`src/rtl/rect_draw_engine.sv`:
```
// rtl/rect_draw_engine.sv - per-frame rectangle rasteriser: clear, clipped slot fills, swap request.
// Optional column border before swap when RECT_DRAW_BORDER_EN is defined.
module rect_draw_engine #(
   parameter int W                        = 320,
   parameter int H                        = 240,
   parameter int N_OBJ                    = 8,
   parameter int DW                       = 8,
   parameter int XW                       = 10,
   parameter int X_MIN                    = 70,
   parameter int X_MAX                    = 249,
   parameter logic [DW-1:0] BG_COLOR      = 8'h00,
   parameter logic [DW-1:0] BORDER_COLOR  = 8'hFF
) (
   input  logic              Clk,
   input  logic              Reset,
   input  logic              frame_clk,
   input  logic [N_OBJ-1:0]  obj_valid,
   input  logic [XW-1:0]     obj_x     [N_OBJ],
   input  logic [XW-1:0]     obj_y     [N_OBJ],
   input  logic [XW-1:0]     obj_w     [N_OBJ],
   input  logic [XW-1:0]     obj_h     [N_OBJ],
   input  logic [DW-1:0]     obj_color [N_OBJ],
   input  logic              wr_ready,
   output logic              wr_en,
   output logic [XW-1:0]     draw_x,
   output logic [XW-1:0]     draw_y,
   output logic [DW-1:0]     draw_color,
   output logic              swap_req,
   output logic              busy,
   output logic [7:0]        overrun_cnt
);
   localparam int SW = (N_OBJ > 1) ? $clog2(N_OBJ) : 1;
   localparam logic [XW:0] XMIN_E = (XW+1)'(X_MIN);
   localparam logic [XW:0] XMAX_E = (XW+1)'(X_MAX);
   localparam logic [XW:0] H_E    = (XW+1)'(H);
   localparam logic [XW:0] HM1_E  = (XW+1)'(H-1);

`ifdef RECT_DRAW_BORDER_EN
   typedef enum logic [2:0] {S_IDLE, S_CLEAR, S_LOAD, S_DRAW, S_BORDER, S_DONE} state_t;
   localparam state_t S_AFTER = S_BORDER;
   logic border_phase;
`else
   typedef enum logic [2:0] {S_IDLE, S_CLEAR, S_LOAD, S_DRAW, S_DONE} state_t;
   localparam state_t S_AFTER = S_DONE;
`endif

   state_t state, state_next;
   logic sync1, sync2, sync3, tick;
   logic [SW-1:0] slot;
   logic [XW-1:0] x0r, x1r;
   logic [N_OBJ-1:0] snap_v;
   logic [XW-1:0] snap_x [N_OBJ];
   logic [XW-1:0] snap_y [N_OBJ];
   logic [XW-1:0] snap_w [N_OBJ];
   logic [XW-1:0] snap_h [N_OBJ];
   logic [DW-1:0] snap_c [N_OBJ];
   logic [XW-1:0] y1r;
   logic [XW:0] xs, xe, ys, ye, cx0, cx1, cy1;
   logic skip, xfer, last_clear, last_rect, last_slot, enter_after;

   always_ff @(posedge Clk or negedge Reset) begin
      if (!Reset) begin
         sync1 <= 1'b0;
         sync2 <= 1'b0;
         sync3 <= 1'b0;
      end else begin
         sync1 <= frame_clk;
         sync2 <= sync1;
         sync3 <= sync2;
      end
   end
   assign tick = sync2 & ~sync3;

   // Slot bounds are evaluated one bit wider so x+w-1 cannot wrap.
   always_comb begin
      xs   = {1'b0, snap_x[slot]};
      ys   = {1'b0, snap_y[slot]};
      xe   = xs + {1'b0, snap_w[slot]} - (XW+1)'(1);
      ye   = ys + {1'b0, snap_h[slot]} - (XW+1)'(1);
      cx0  = (xs < XMIN_E) ? XMIN_E : xs;
      cx1  = (xe > XMAX_E) ? XMAX_E : xe;
      cy1  = (ye > HM1_E) ? HM1_E : ye;
      skip = !snap_v[slot] || (snap_w[slot] == '0) || (snap_h[slot] == '0) ||
             (cx0 > cx1) || (ys >= H_E);
   end

   assign xfer        = wr_en & wr_ready;
   assign last_clear  = (draw_x == XW'(W-1)) && (draw_y == XW'(H-1));
   assign last_rect   = (draw_x == x1r) && (draw_y == y1r);
   assign last_slot   = (slot == SW'(N_OBJ-1));
   assign enter_after = ((state == S_LOAD) && skip && last_slot) ||
                        ((state == S_DRAW) && xfer && last_rect && last_slot);

   always_ff @(posedge Clk or negedge Reset) begin
      if (!Reset) state <= S_IDLE;
      else        state <= state_next;
   end

   always_comb begin
      state_next = state;
      swap_req   = 1'b0;
      busy       = 1'b1;
      case (state)
         S_IDLE: begin
            busy = 1'b0;
            if (tick) state_next = S_CLEAR;
         end
         S_CLEAR: if (xfer && last_clear) state_next = S_LOAD;
         S_LOAD: begin
            if (!skip)          state_next = S_DRAW;
            else if (last_slot) state_next = S_AFTER;
         end
         S_DRAW: if (xfer && last_rect) state_next = last_slot ? S_AFTER : S_LOAD;
`ifdef RECT_DRAW_BORDER_EN
         S_BORDER: if (xfer && border_phase && (draw_y == XW'(H-1))) state_next = S_DONE;
`endif
         S_DONE: begin
            swap_req   = 1'b1;
            state_next = S_IDLE;
         end
         default: state_next = S_IDLE;
      endcase
   end

   // Snapshot is taken on the IDLE->CLEAR transition only.
   always_ff @(posedge Clk) begin
      if (state == S_IDLE && tick) begin
         snap_v <= obj_valid;
         snap_x <= obj_x;
         snap_y <= obj_y;
         snap_w <= obj_w;
         snap_h <= obj_h;
         snap_c <= obj_color;
      end
   end

   always_ff @(posedge Clk or negedge Reset) begin
      if (!Reset) begin
         wr_en       <= 1'b0;
         draw_x      <= '0;
         draw_y      <= '0;
         draw_color  <= '0;
         overrun_cnt <= '0;
         slot        <= '0;
         x0r         <= '0;
         x1r         <= '0;
         y1r         <= '0;
`ifdef RECT_DRAW_BORDER_EN
         border_phase <= 1'b0;
`endif
      end else begin
         if (tick && state != S_IDLE && overrun_cnt != 8'hFF)
            overrun_cnt <= overrun_cnt + 8'd1;
         case (state)
            S_IDLE: if (tick) begin
               wr_en      <= 1'b1;
               draw_x     <= '0;
               draw_y     <= '0;
               draw_color <= BG_COLOR;
               slot       <= '0;
            end
            S_CLEAR: if (xfer) begin
               if (last_clear) wr_en <= 1'b0;
               else if (draw_x == XW'(W-1)) begin
                  draw_x <= '0;
                  draw_y <= draw_y + XW'(1);
               end else draw_x <= draw_x + XW'(1);
            end
            S_LOAD: begin
               if (skip) begin
                  if (!last_slot) slot <= slot + SW'(1);
               end else begin
                  x0r        <= cx0[XW-1:0];
                  x1r        <= cx1[XW-1:0];
                  y1r        <= cy1[XW-1:0];
                  draw_x     <= cx0[XW-1:0];
                  draw_y     <= ys[XW-1:0];
                  draw_color <= snap_c[slot];
                  wr_en      <= 1'b1;
               end
            end
            S_DRAW: if (xfer) begin
               if (last_rect) begin
                  wr_en <= 1'b0;
                  if (!last_slot) slot <= slot + SW'(1);
               end else if (draw_x == x1r) begin
                  draw_x <= x0r;
                  draw_y <= draw_y + XW'(1);
               end else draw_x <= draw_x + XW'(1);
            end
`ifdef RECT_DRAW_BORDER_EN
            S_BORDER: if (xfer) begin
               if (draw_y == XW'(H-1)) begin
                  if (!border_phase) begin
                     border_phase <= 1'b1;
                     draw_x       <= XW'(X_MAX);
                     draw_y       <= '0;
                  end else wr_en <= 1'b0;
               end else draw_y <= draw_y + XW'(1);
            end
`endif
            default: ;
         endcase
`ifdef RECT_DRAW_BORDER_EN
         if (enter_after) begin
            wr_en        <= 1'b1;
            draw_x       <= XW'(X_MIN);
            draw_y       <= '0;
            draw_color   <= BORDER_COLOR;
            border_phase <= 1'b0;
         end
`else
         if (enter_after) wr_en <= 1'b0;
`endif
      end
   end
endmodule

```
`config.mk`:
```
export PLATFORM = sky130hd
export DESIGN_NAME = rect_draw_engine
export DESIGN_NICKNAME = d
export VERILOG_FILES = /design/src/rtl/rect_draw_engine.sv
export SDC_FILE = /design/constraint.sdc
export NUM_CORES = 1
export LEC_CHECK = 0
export ABC_AREA = 1
export BUFFER_PORTS_ARGS = -buffer_cell sky130_fd_sc_hd__buf_2
export CAP_MARGIN = 10
export CORE_ASPECT_RATIO = 2
export CORE_UTILIZATION = 30
export CTS_CLUSTER_DIAMETER = 40
export DETAILED_ROUTE_END_ITERATION = 7
export PLACE_DENSITY = 0.46
export SYNTH_ARGS = -nofsm -noshare
export SYNTH_HDL_FRONTEND = slang
export SYNTH_SLANG_ARGS = --single-unit
export TNS_END_PERCENT = 30
```
`constraint.sdc`:
```
create_clock -name Clk -period 35 [get_ports Clk]
set_clock_uncertainty 0.05 [all_clocks]
set_input_delay 5.25 -clock Clk [delete_from_list [all_inputs] [get_ports Clk]]
set_output_delay 5.25 -clock Clk [all_outputs]
set_load 0.02 [all_outputs]
```
==> impl_results.md <==
* DRT Pass-1 Iters at 6
* Post-synthesis sequential area ratio at 64.2%
* Post-layout min period at 7.53 ns
* Slowest cell on the critical path: dfrtp_4
* Pre-CTS setup slack at 27.35 ns
* Synthesized flop and latch total at 468
* Post-Syn Area per Cell at 10.3 µm²
* CTS Buf Count at 54
* Drt initial violations at 813
* Min-Delay Path Depth at 0
* # DRC at 0
* Post-route setup slack at 27.47 ns
* Most common cell after layout, fill and taps aside: nand2_1
* Slew Limit Fails at 0
* Highest clock rate at 133 MHz
* CP startpoint kind: flip-flop
* Detailed placement HPWL at 49800 µm
* Max_slew headroom at 23.9%
* Final Hold Viols at 0
* Post-DR vias/cell at 4.71
* Status: finished, final reports clean
* Async set-or-reset flop fraction in the synthesized netlist at 16.2%
* MaxCap Viol Count at 0
* Pin count of the biggest net entering global routing at 86
* Unrepaired setup endpoints after global routing: no
* Clock Sinks at 468
* Routed len/inst at 19.9 µm
* Core Footprint at 69900 µm²
* Setup violations, final at 0
* Most common cell on crit path: nand2_1
* Critical Path RT at 35.45 ns
* Initial core utilization at 30.5%
* DR vias at 16300
* Die X at 190 µm
* Nets@finish at 2947
* Vias in the first global route at 16800
* Largest buffer count on any clock path at 3
* Peak VDD IR at 0.0472 mV
* Clk_lat worst skew at 0.63 ns
* CTS Hold Buffers Added at 0
* CTS root buffer: clkbuf_16
* Share of cells above drive strength 1 at 22.5%
* Leakage at 11.2 nW
* I/O pin total at 435
* Seq pwr share at 30.4%
* Post-Syn Area at 21300 µm²
* Clock power frac at 23.5%
* Crit share post-route at 21.5%
* Routed Antenna Nets at 0
* Power Internal at 0.00137 W
* Row cnt at 137
* I/O Buffers at 434
* Post-route setup TNS at 0 ns
* Initial antenna violation count at 9
* CP arrival at 7.98 ns
* Yosys cell types at 41
* Area growth syn-to-layout at 23.0%
* WL final at 68600 µm
* Largest fanout on the critical path at 64
* Gr ovfl total at 0
* Worst R2R Path Depth at 37
* Switching share of power at 44.3%
* Resize count post-CTS at 0
* H-Tree Depth at 2
* Final Util at 37.5%
* Min-delay worst type: reg2reg
* Main synth FF type: edfxtp_1
* CTS tree: done
* Die Ht at 379 µm
* GR Util All Layers at 18.8%
* Crit end category: flip-flop
* Worst Tran Pin Value at 1.14 ns
* CP peak stage delay at 0.79 ns
* Pwr dens at 93.7 nW/µm²
* Die ar. at 72200 µm²
* Setup Crit Path Kind: reg2reg
* Synth Instances at 2074
* Combinational share of power at 46.0%
* Clk slew on worst S/H paths at 0.06 ns
* # fillers at 7116
* Final GP Congestion at 0.874
* Net Switching at 0.00109 W
* Most frequent cells in the layout: nand2_1 (509), buf_2 (433), edfxtp_1 (392)
* Yosys warns at 0
* Setup bufs post-CTS at 0
* First-pass GRT wire length at 100000 µm
* EDFF count, synth at 392
==> logic make-up after synthesis <==
group | synth area share (%)
xor+xnor | 1.52
compound gates | 6.97
buf+inv | 5.85
other cells | 0.0176
fa+ha+maj | 3.30
simple gates | 18.1
flops | 64.2
mux | 0.0529
==> critical path, delay by kind of cell (launching register included) <==
family / cells / cell delay, ns
AOI/OAI and AO/OA: 4 / 1.11
buffers and inverters: 8 / 1.65
DFF: 1 / 0.79
and+or+nand+nor: 20 / 2.41
xor gates and xnor gates: 1 / 0.14
adders and majority gates: 4 / 1.19
==> metal layers <==
| metal | track usage (%) | wire, µm | up-vias |
|---|---|---|---|
| li1 | - | - | 7856 |
| met1 | 19.9 | 25100 | 7729 |
| met2 | 34.6 | 35900 | 563 |
| met3 | 4.15 | 4430 | 120 |
| met4 | 9.04 | 3060 | 6 |
| met5 | 0 | 47 | - |
==> power groups by stage <==
stage          logic (W)  registers (W)  clock network, W
6_report         0.00113       0.000747          0.000578
5_1_grt          0.00129       0.000755          0.000616
4_1_cts          0.00115       0.000749          0.000597
3_5_place_dp     0.00114       0.000760                 0
3_3_place_gp     0.00114       0.000759                 0
2_1_floorplan   0.000785       0.000797                 0
==> worst paths after layout <==
path | from | endpoint | slack (ns)
setup / recovery | slot[0]$_DFFE_PN0P_ | draw_x[1]$_DFFE_PN0P_ | 27.47
hold / removal | sync1$_DFF_PN0_ | sync2$_DFF_PN0_ | 0.32
setup reg to reg | slot[0]$_DFFE_PN0P_ | draw_x[1]$_DFFE_PN0P_ | 27.47
hold reg to reg | sync1$_DFF_PN0_ | sync2$_DFF_PN0_ | 0.32
max in group asynchronous | Reset | slot[0]$_DFFE_PN0P_ | 29.28
min in group asynchronous | Reset | overrun_cnt[7]$_DFFE_PN0P_ | 4.44
==> synthesized netlist by cell type (2+ instances only) <==
cell | instances | area [µm²]
nand2_1 | 509 | 1910
edfxtp_1 | 392 | 11800
nor2_1 | 244 | 916
inv_1 | 205 | 769
o21ai_0 | 154 | 771
nand3_1 | 148 | 741
dfrtp_1 | 76 | 1900
ha_1 | 53 | 663
clkbuf_1 | 35 | 131
buf_2 | 33 | 165
a21oi_1 | 30 | 150
xor2_1 | 24 | 210
o221ai_1 | 21 | 184
nand4_1 | 18 | 113
o21ai_1 | 17 | 85.1
buf_4 | 16 | 120
o22ai_1 | 16 | 100
nor3_1 | 14 | 70.1
xnor2_1 | 13 | 114
o211ai_1 | 11 | 82.6
a22oi_1 | 4 | 30.0
buf_1 | 4 | 15.0
nor4_1 | 4 | 25.0
or2_2 | 4 | 25.0
clkinv_1 | 3 | 11.3
inv_2 | 3 | 11.3
nand2_2 | 3 | 18.8
o21bai_1 | 3 | 22.5
buf_6 | 2 | 22.5
fa_1 | 2 | 40.0
nand4_2 | 2 | 25.0
o32ai_1 | 2 | 17.5
==> flip-flops by register name, summed over array words and instances (netlist names), 3 cells and up <==
name / flops
x1r: 10
draw_y: 10
draw_color: 8
state: 3
snap_h: 80
draw_x: 10
x0r: 10
snap_v: 8
slot: 3
y1r: 10
snap_c: 64
overrun_cnt: 8
snap_w: 80
snap_x: 80
snap_y: 80
==> per-stage QoR <==
stage | hold slack (ns) | instance area [µm²] | power, W | cells
final | 0.321 | 26200 | 0.00245 | 3453
after global routing | 0.332 | 26200 | 0.00266 | 3449
after CTS | 0.329 | 26200 | 0.00249 | 3445
after detailed placement | 0.321 | 24300 | 0.00190 | 3343
after global placement | 0.313 | 24300 | 0.00190 | 3343
after floorplan | 0.281 | 21300 | 0.00158 | 2075
==> area by class of cell <==
| class | count | area (µm²) | area share (%) |
|---|---|---|---|
| multi-input combinational | 1306 | 6390 | 24.4 |
| clock inverter | 45 | 475 | 1.81 |
| clock buffer | 57 | 1360 | 5.20 |
| tap | 903 | 1130 | 4.31 |
| antenna | 8 | 20.0 | 0.0764 |
| sequential | 468 | 13700 | 52.2 |
| inverter | 211 | 800 | 3.05 |
| timing repair buffer | 455 | 2330 | 8.90 |
No activity file was read; power rests on OpenSTA's default activity.
